==> src/rtl/ifu_fetch.sv <==
// ifu_fetch: multicycle instruction-fetch unit with a req/ack memory port, next-PC selection and a retired count.
// Optional misaligned-target trap is compiled in with `IFU_ALIGN_CHECK_EN`.
module ifu_fetch #(
    parameter logic [31:0] RESET_PC   = 32'h0000_3000,
    parameter logic [31:0] EXC_VECTOR = 32'h0000_4180
) (
    input  logic        clk,
    input  logic        reset,
    output logic        im_req,
    output logic [31:0] im_addr,
    input  logic        im_ack,
    input  logic [31:0] im_rdata,
    output logic        instr_valid,
    output logic [31:0] instr,
    input  logic        instr_ready,
    input  logic [1:0]  npc_sel,
    input  logic        br_take,
    input  logic [31:0] ext_off,
    input  logic [25:0] j_index,
    input  logic [31:0] jr_addr,
    output logic [31:0] pc,
    output logic [31:0] pc4,
    output logic [31:0] icount,
    output logic        exc_adel
);

    typedef enum logic [1:0] {
        IDLE  = 2'd0,
        FETCH = 2'd1,
        VALID = 2'd2
    } state_t;

    state_t      state_r;
    state_t      state_nxt_s;
    logic [31:0] pc_r;
    logic [31:0] instr_r;
    logic [31:0] icount_r;
    logic        exc_adel_r;
    logic [31:0] pc4_s;
    logic [31:0] next_pc_s;
    logic        accept_s;
    logic        misaligned_s;

    assign pc4_s    = pc_r + 32'd4;
    assign accept_s = (state_r == VALID) && instr_ready;

    // Next-PC selection for the instruction decode is accepting.
    always_comb begin
        next_pc_s = pc4_s;
        case (npc_sel)
            2'd0: next_pc_s = pc4_s;
            2'd1: begin
                if (br_take) begin
                    next_pc_s = pc4_s + ext_off;
                end else begin
                    next_pc_s = pc4_s;
                end
            end
            2'd2:    next_pc_s = {pc4_s[31:28], j_index, 2'b00};
            2'd3:    next_pc_s = jr_addr;
            default: next_pc_s = pc4_s;
        endcase
    end

`ifdef IFU_ALIGN_CHECK_EN
    assign misaligned_s = (next_pc_s[1:0] != 2'b00);
`else
    assign misaligned_s = 1'b0;
`endif

    // State register.
    always_ff @(posedge clk or posedge reset) begin
        if (reset) begin
            state_r <= IDLE;
        end else begin
            state_r <= state_nxt_s;
        end
    end

    // Next-state logic; acks outside FETCH and readies outside VALID are ignored.
    always_comb begin
        state_nxt_s = state_r;
        case (state_r)
            IDLE: state_nxt_s = FETCH;
            FETCH: begin
                if (im_ack) begin
                    state_nxt_s = VALID;
                end else begin
                    state_nxt_s = FETCH;
                end
            end
            VALID: begin
                if (instr_ready) begin
                    state_nxt_s = FETCH;
                end else begin
                    state_nxt_s = VALID;
                end
            end
            default: state_nxt_s = IDLE;
        endcase
    end

    // Handshake outputs decoded from the state.
    always_comb begin
        im_req      = 1'b0;
        instr_valid = 1'b0;
        case (state_r)
            FETCH:   im_req = 1'b1;
            VALID:   instr_valid = 1'b1;
            default: begin
                im_req      = 1'b0;
                instr_valid = 1'b0;
            end
        endcase
    end

    // PC, fetched word, retired count and trap pulse.
    always_ff @(posedge clk or posedge reset) begin
        if (reset) begin
            pc_r       <= RESET_PC;
            instr_r    <= 32'h0000_0000;
            icount_r   <= 32'h0000_0000;
            exc_adel_r <= 1'b0;
        end else begin
            exc_adel_r <= 1'b0;
            if ((state_r == FETCH) && im_ack) begin
                instr_r <= im_rdata;
            end
            if (accept_s) begin
                icount_r   <= icount_r + 32'd1;
                exc_adel_r <= misaligned_s;
                if (misaligned_s) begin
                    pc_r <= EXC_VECTOR;
                end else begin
                    pc_r <= next_pc_s & 32'hFFFF_FFFC;
                end
            end
        end
    end

    assign im_addr  = pc_r;
    assign pc       = pc_r;
    assign pc4      = pc4_s;
    assign instr    = instr_r;
    assign icount   = icount_r;
    assign exc_adel = exc_adel_r;

endmodule

==> config.mk <==
export PLATFORM = sky130hd
export DESIGN_NAME = ifu_fetch
export DESIGN_NICKNAME = d
export VERILOG_FILES = /design/src/rtl/ifu_fetch.sv
export SDC_FILE = /design/constraint.sdc
export NUM_CORES = 1
export LEC_CHECK = 0
export BUFFER_PORTS_ARGS = -buffer_cell sky130_fd_sc_hd__buf_2
export CORE_MARGIN = 3
export CORE_UTILIZATION = 54
export CTS_BUF_LIST = sky130_fd_sc_hd__clkbuf_8
export DETAILED_ROUTE_END_ITERATION = 10
export MAX_ROUTING_LAYER = met4
export PLACE_DENSITY_LB_ADDON = 0.12
export SYNTH_ARGS = -nofsm -noshare
export SYNTH_HDL_FRONTEND = slang
export SYNTH_SLANG_ARGS = --single-unit
==> constraint.sdc <==
create_clock -name clk -period 11.9 [get_ports clk]
set_input_delay 1.19 -clock clk [delete_from_list [all_inputs] [get_ports clk]]
set_output_delay 1.19 -clock clk [all_outputs]
set_load 0.05 [all_outputs]
[After elaboration in Yosys (flattened, before gate mapping)]
Cells that the tools add are included.
Word-level totals
  input port bits: 129
  logic and storage cells: 23
  flip-flop bits (word level): 96
Operators by class
  reduce and logical (&&, ||, !) cells: 4
  add/subtract/negate cells: 3
  equality and inequality tests: 5
  muxes and demuxes: 7
Operator list (count)
  32-bit one-hot mux with 4 select lines: 1
  32-bit by 1-bit adder with 32-bit output (second input constant): 1
  32-bit by 3-bit adder with 32-bit output (second input constant): 1
  32-bit adder: 1
  32-bit 2-to-1 mux: 1
  2-bit == test (second input constant): 3
  2-bit one-hot mux with 3 select lines: 1
  2-bit by 1-bit == test with 1-bit output (second input constant): 2
  2-bit zero test: 2
  2-bit 2-to-1 mux: 2
  1-bit logical AND: 2
  1-bit 2-to-1 mux: 2

[Depth between registers and ports, before layout]
  depth in word-level cells: 4
  mapped depth: 16
  gate-level depth less buffers: 15

[Least setup slack after synthesis]
No wires, ideal clock.
  path kind: flip-flop to flip-flop
  start point: reg pc_r[2] (netlist: im_addr[2])
  end point: reg pc_r[31] (netlist: im_addr[31])
  library setup time: 103 ps
  clock period less this slack: 5005 ps
  path buffers: 1
  cell stages (with the launch flop): 17
  data arrival time: 4902 ps
  required time: 11797 ps
  path slack: 6895 ps
  path through: dfrtp_1 > ha_1 > nand3_1 > nor4_4 > nand3_1 > or2_2 > clkbuf_1 > xnor2_1 > ha_1 > nand2_1 > o21ai_1 > or4_1 > a31o_1 > a31o_1 > xor2_1 > and3_1 > o41ai_2
On the way
  longest elaborated chain between the ends: 4
RTL lines
  start: declaration: line 35  | logic [31:0] pc_r;
  start signal: assignment: line 135  | pc_r <= next_pc_s & 32'hFFFF_FFFC;
  32-bit by 3-bit adder with 32-bit output: line 44  | assign pc4_s = pc_r + 32'd4;
  named net pc4[26]: line 22  | output logic [31:0] pc4,
  32-bit adder: line 54  | next_pc_s = pc4_s + ext_off;
  32-bit 2-to-1 mux: line 53  | if (br_take) begin
  32-bit one-hot mux with 4 select lines: line 50  | case (npc_sel)
The timed path passes the listed nets, and every way through them passes these cells.
A chain may end at the register's enable or synchronous reset.

[Worst setup path after layout]
  start point: reg pc_r[2] (netlist: im_addr[2])
  end point: reg pc_r[31] (netlist: im_addr[31])
On the way
  longest elaborated chain between the ends: 4
RTL lines (line)
  32-bit by 3-bit adder with 32-bit output *: 44
  32-bit adder: 54
  32-bit 2-to-1 mux: 53
  32-bit one-hot mux with 4 select lines *: 50
Mark *: on every way between the ends. The rest lies on a longest branch, timed or not.

==> results.toml <==
[sta]
layout_min_cycle_time_ns = 4.50
tns_ns = 0
slew_headroom_pct = 20.9
rsz0062_at_grt = "false"
finalCritPeriodShare_pct = 37.8
clock.fmax_mhz = 222
worst_slack_ns = 7.40
setup_viol = 0
drv_slew = 0
skew_ns = 0.00887
max_slew.worst_pin.slew_ns = 1.18
hold_violations = 0

[logic_synthesis]
synth_edf_count = 0
seq_area_frac_synth_pct = 34.2
synthCells = 781
ys.flop_type = "dfrtp_1"
yosys-top-cells-area = "dfrtp_1 (33%), mux2_2 (7.2%), xnor2_1 (7.0%)"
avgSynthCellArea_sq_um = 9.01
synth_top_area_share_pct = 33.4
async_reset_ff_share_pct = 100
yosysWarnings = 0
syn_area_sq_mm = 0.00704
ys_seq_elements = 96
yosys.area.top_type = "dfrtp_1"
yosysUniqueCellTypes = 66

[cts]
clk_latency_ns = 0.35
cts_max_level = 3
cts-resized-gates = 0
clock_sinks = 96
numCtsBuffers = 9
path_clk_slew_ns = 0.10
post_cts_buffers = 0
clk_root_buffer_cell = "clkbuf_8"
cts_hold_buf = 0
cts_tree = "built"
cts_buffer_depth = 2

[floorplan]
initial_core_util_pct = 55.5
io_pins = 292
die_height_um = 120
die_x_um = 120
row_count = 41
core_area_sq_mm = 0.0127
dieArea_sq_mm = 0.0144

[detailed_routing]
via_per_inst = 5.59
routedWlPerCell_um = 16.7
ant_nets = 0
dr.pass1.iters = 5
drc_errors = 0
drt_iter0_drc = 485
vias = 6655
totalWireLength_um = 19900

[power_and_ir_drop]
leakage_uw = 0.00425
peakVddDrop_mv = 0.183
power.total_uw = 2570
p_per_area_mw_per_mm2 = 302

[setup_path]
cp_max_fo = 7
start_kind = "flop"
path_cells = "ha_1, nand3_1, nor4_4, nand4_1, xnor2_1, ha_1, a21o_1, a21oi_2, o21ai_1, or4_1, a31o_1, a31o_1, xor2_1, and3_1, o41ai_2"
critPathMaxStageDelay_ns = 0.51
crit_required_ns = 12.15
crit_slowest_cell = "nor4_4"
crit_type = "reg2reg"
arrival_ns = 4.76
cp-end-kind = "flop"

[worst_hold_path]
min-delay-path-class = "reg2reg"

[layout]
drive_above_1_share_pct = 35.8
diodes = 0
syn2layout_area_growth_pct = 20.9
final_cells = 1191
layout_commonest_cell = "buf_2"
nFillCells = 1119
nNetsFinal = 1178
mostFrequentLayoutCells = "buf_2 (280), dfrtp_1 (94), nand2_1 (86)"

[place]
pre_cts_ws_ns = 7.50
port_buffers = 280
place_inst = 1175
place_congestion = 0.984
place_hpwl_um = 15500

[grt]
grtUsageTotal_pct = 27.6
grt_pass1_vias = 6134
grt_pass1_wl_um = 31300
overflow = 0
grt_max_degree = 52
antenna_found_initial = 0

[run]
maxCapViolCount = 0

[status]
status = "completed"
[per-stage QoR]
| stage | hold WS (ns) | utilization [%] | cell area (sq um) |
|---|---|---|---|
| 2_1_floorplan | 0.464 | - | 7060 |
| 3_3_place_gp | 0.451 | 65.6 | 8310 |
| 3_5_place_dp | 0.457 | 65.6 | 8310 |
| 4_1_cts | 0.470 | 67.1 | 8510 |
| 5_1_grt | 0.484 | 67.1 | 8510 |
| 6_report | 0.469 | 67.1 | 8510 |
[layer usage]
layer / vias to the layer above / part of all wire [%] / GRT usage, %
met2: 283 / 47 / 43.8
li1: 3210 / - / -
met1: 3129 / 43 / 37.1
met4: 0 / 1.9 / 7.16
met3: 33 / 8.1 / 4.38
met5: - / 0 / -
[Yosys cell counts (all sizes together) (2+ instances only)]
master	count
a211oi	7
and2	6
a22oi	4
a221oi	8
a21oi	49
clkbuf	25
o221ai	6
mux2i	15
nand2	87
o22ai	5
dfrtp	94
nand2b	7
buf	42
o21a	6
inv	20
and3	9
nand4	25
a221o	2
ha	34
or2	4
o211ai	2
nor2b	5
nor4	3
o41ai	2
a31o	4
xor2	28
dfstp	2
a21o	15
o21ai	40
mux2	45
nor3	8
or3	2
a31oi	9
and4	5
xnor2	56
nand3	13
nor2	69
a311oi	2
[kinds of logic after synthesis]
logic type | synth area share (%)
flops | 34.2
fa+ha+maj | 6.33
simple gates | 17.3
compound gates | 15.7
other cells | 0.0533
xor+xnor | 10.5
buf+inv | 6.65
mux | 9.33
[path summary, 6_finish.rpt]
path / startpoint / to / slack [ns] / depth (start not counted)
setup / recovery: im_addr[2]$_DFFE_PP0P_ / im_addr[31]$_DFFE_PP0P_ / 7.40 / 15
hold / removal: icount[31]$_DFFE_PP0P_ / icount[31]$_DFFE_PP0P_ / 0.47 / 1
setup reg to reg: im_addr[2]$_DFFE_PP0P_ / im_addr[31]$_DFFE_PP0P_ / 7.40 / 15
hold reg to reg: icount[31]$_DFFE_PP0P_ / icount[31]$_DFFE_PP0P_ / 0.47 / 1
max in group asynchronous: reset / instr[27]$_DFFE_PP0P_ / 9.95 / 3
min in group asynchronous: reset / instr[30]$_DFFE_PP0P_ / 0.89 / 2
[report_power, final]
| part | internal, uW | switching (uW) | total (uW) |
|---|---|---|---|
| clock | 87.5 | 125 | 213 |
| combinational | 501 | 1290 | 1790 |
| sequential | 439 | 126 | 565 |
[state kept, by name, summed over array words and instances (netlist names)]
register and count:
im_addr 30, icount 32, instr 32, state_r 2
[critical path: cells and delay by family, from the launching register on]
kind / cells / cell delay, ns
fa+ha+maj: 2 / 0.61
simple gates: 5 / 1.53
flops: 1 / 0.48
xor+xnor: 2 / 0.59
compound gates: 6 / 1.18
[final cells by class]
type,count,area (sq um),area share [%]
Clock buffer,10,138,1.62
Sequential cell,96,2400,28.3
Clock inverter,6,57.6,0.677
Multi-Input combinational cell,604,4190,49.2
Timing Repair Buffer,283,1420,16.7
Inverter,20,77.6,0.912
Tap cell,172,215,2.53
(Power assumes the default switching activity.)
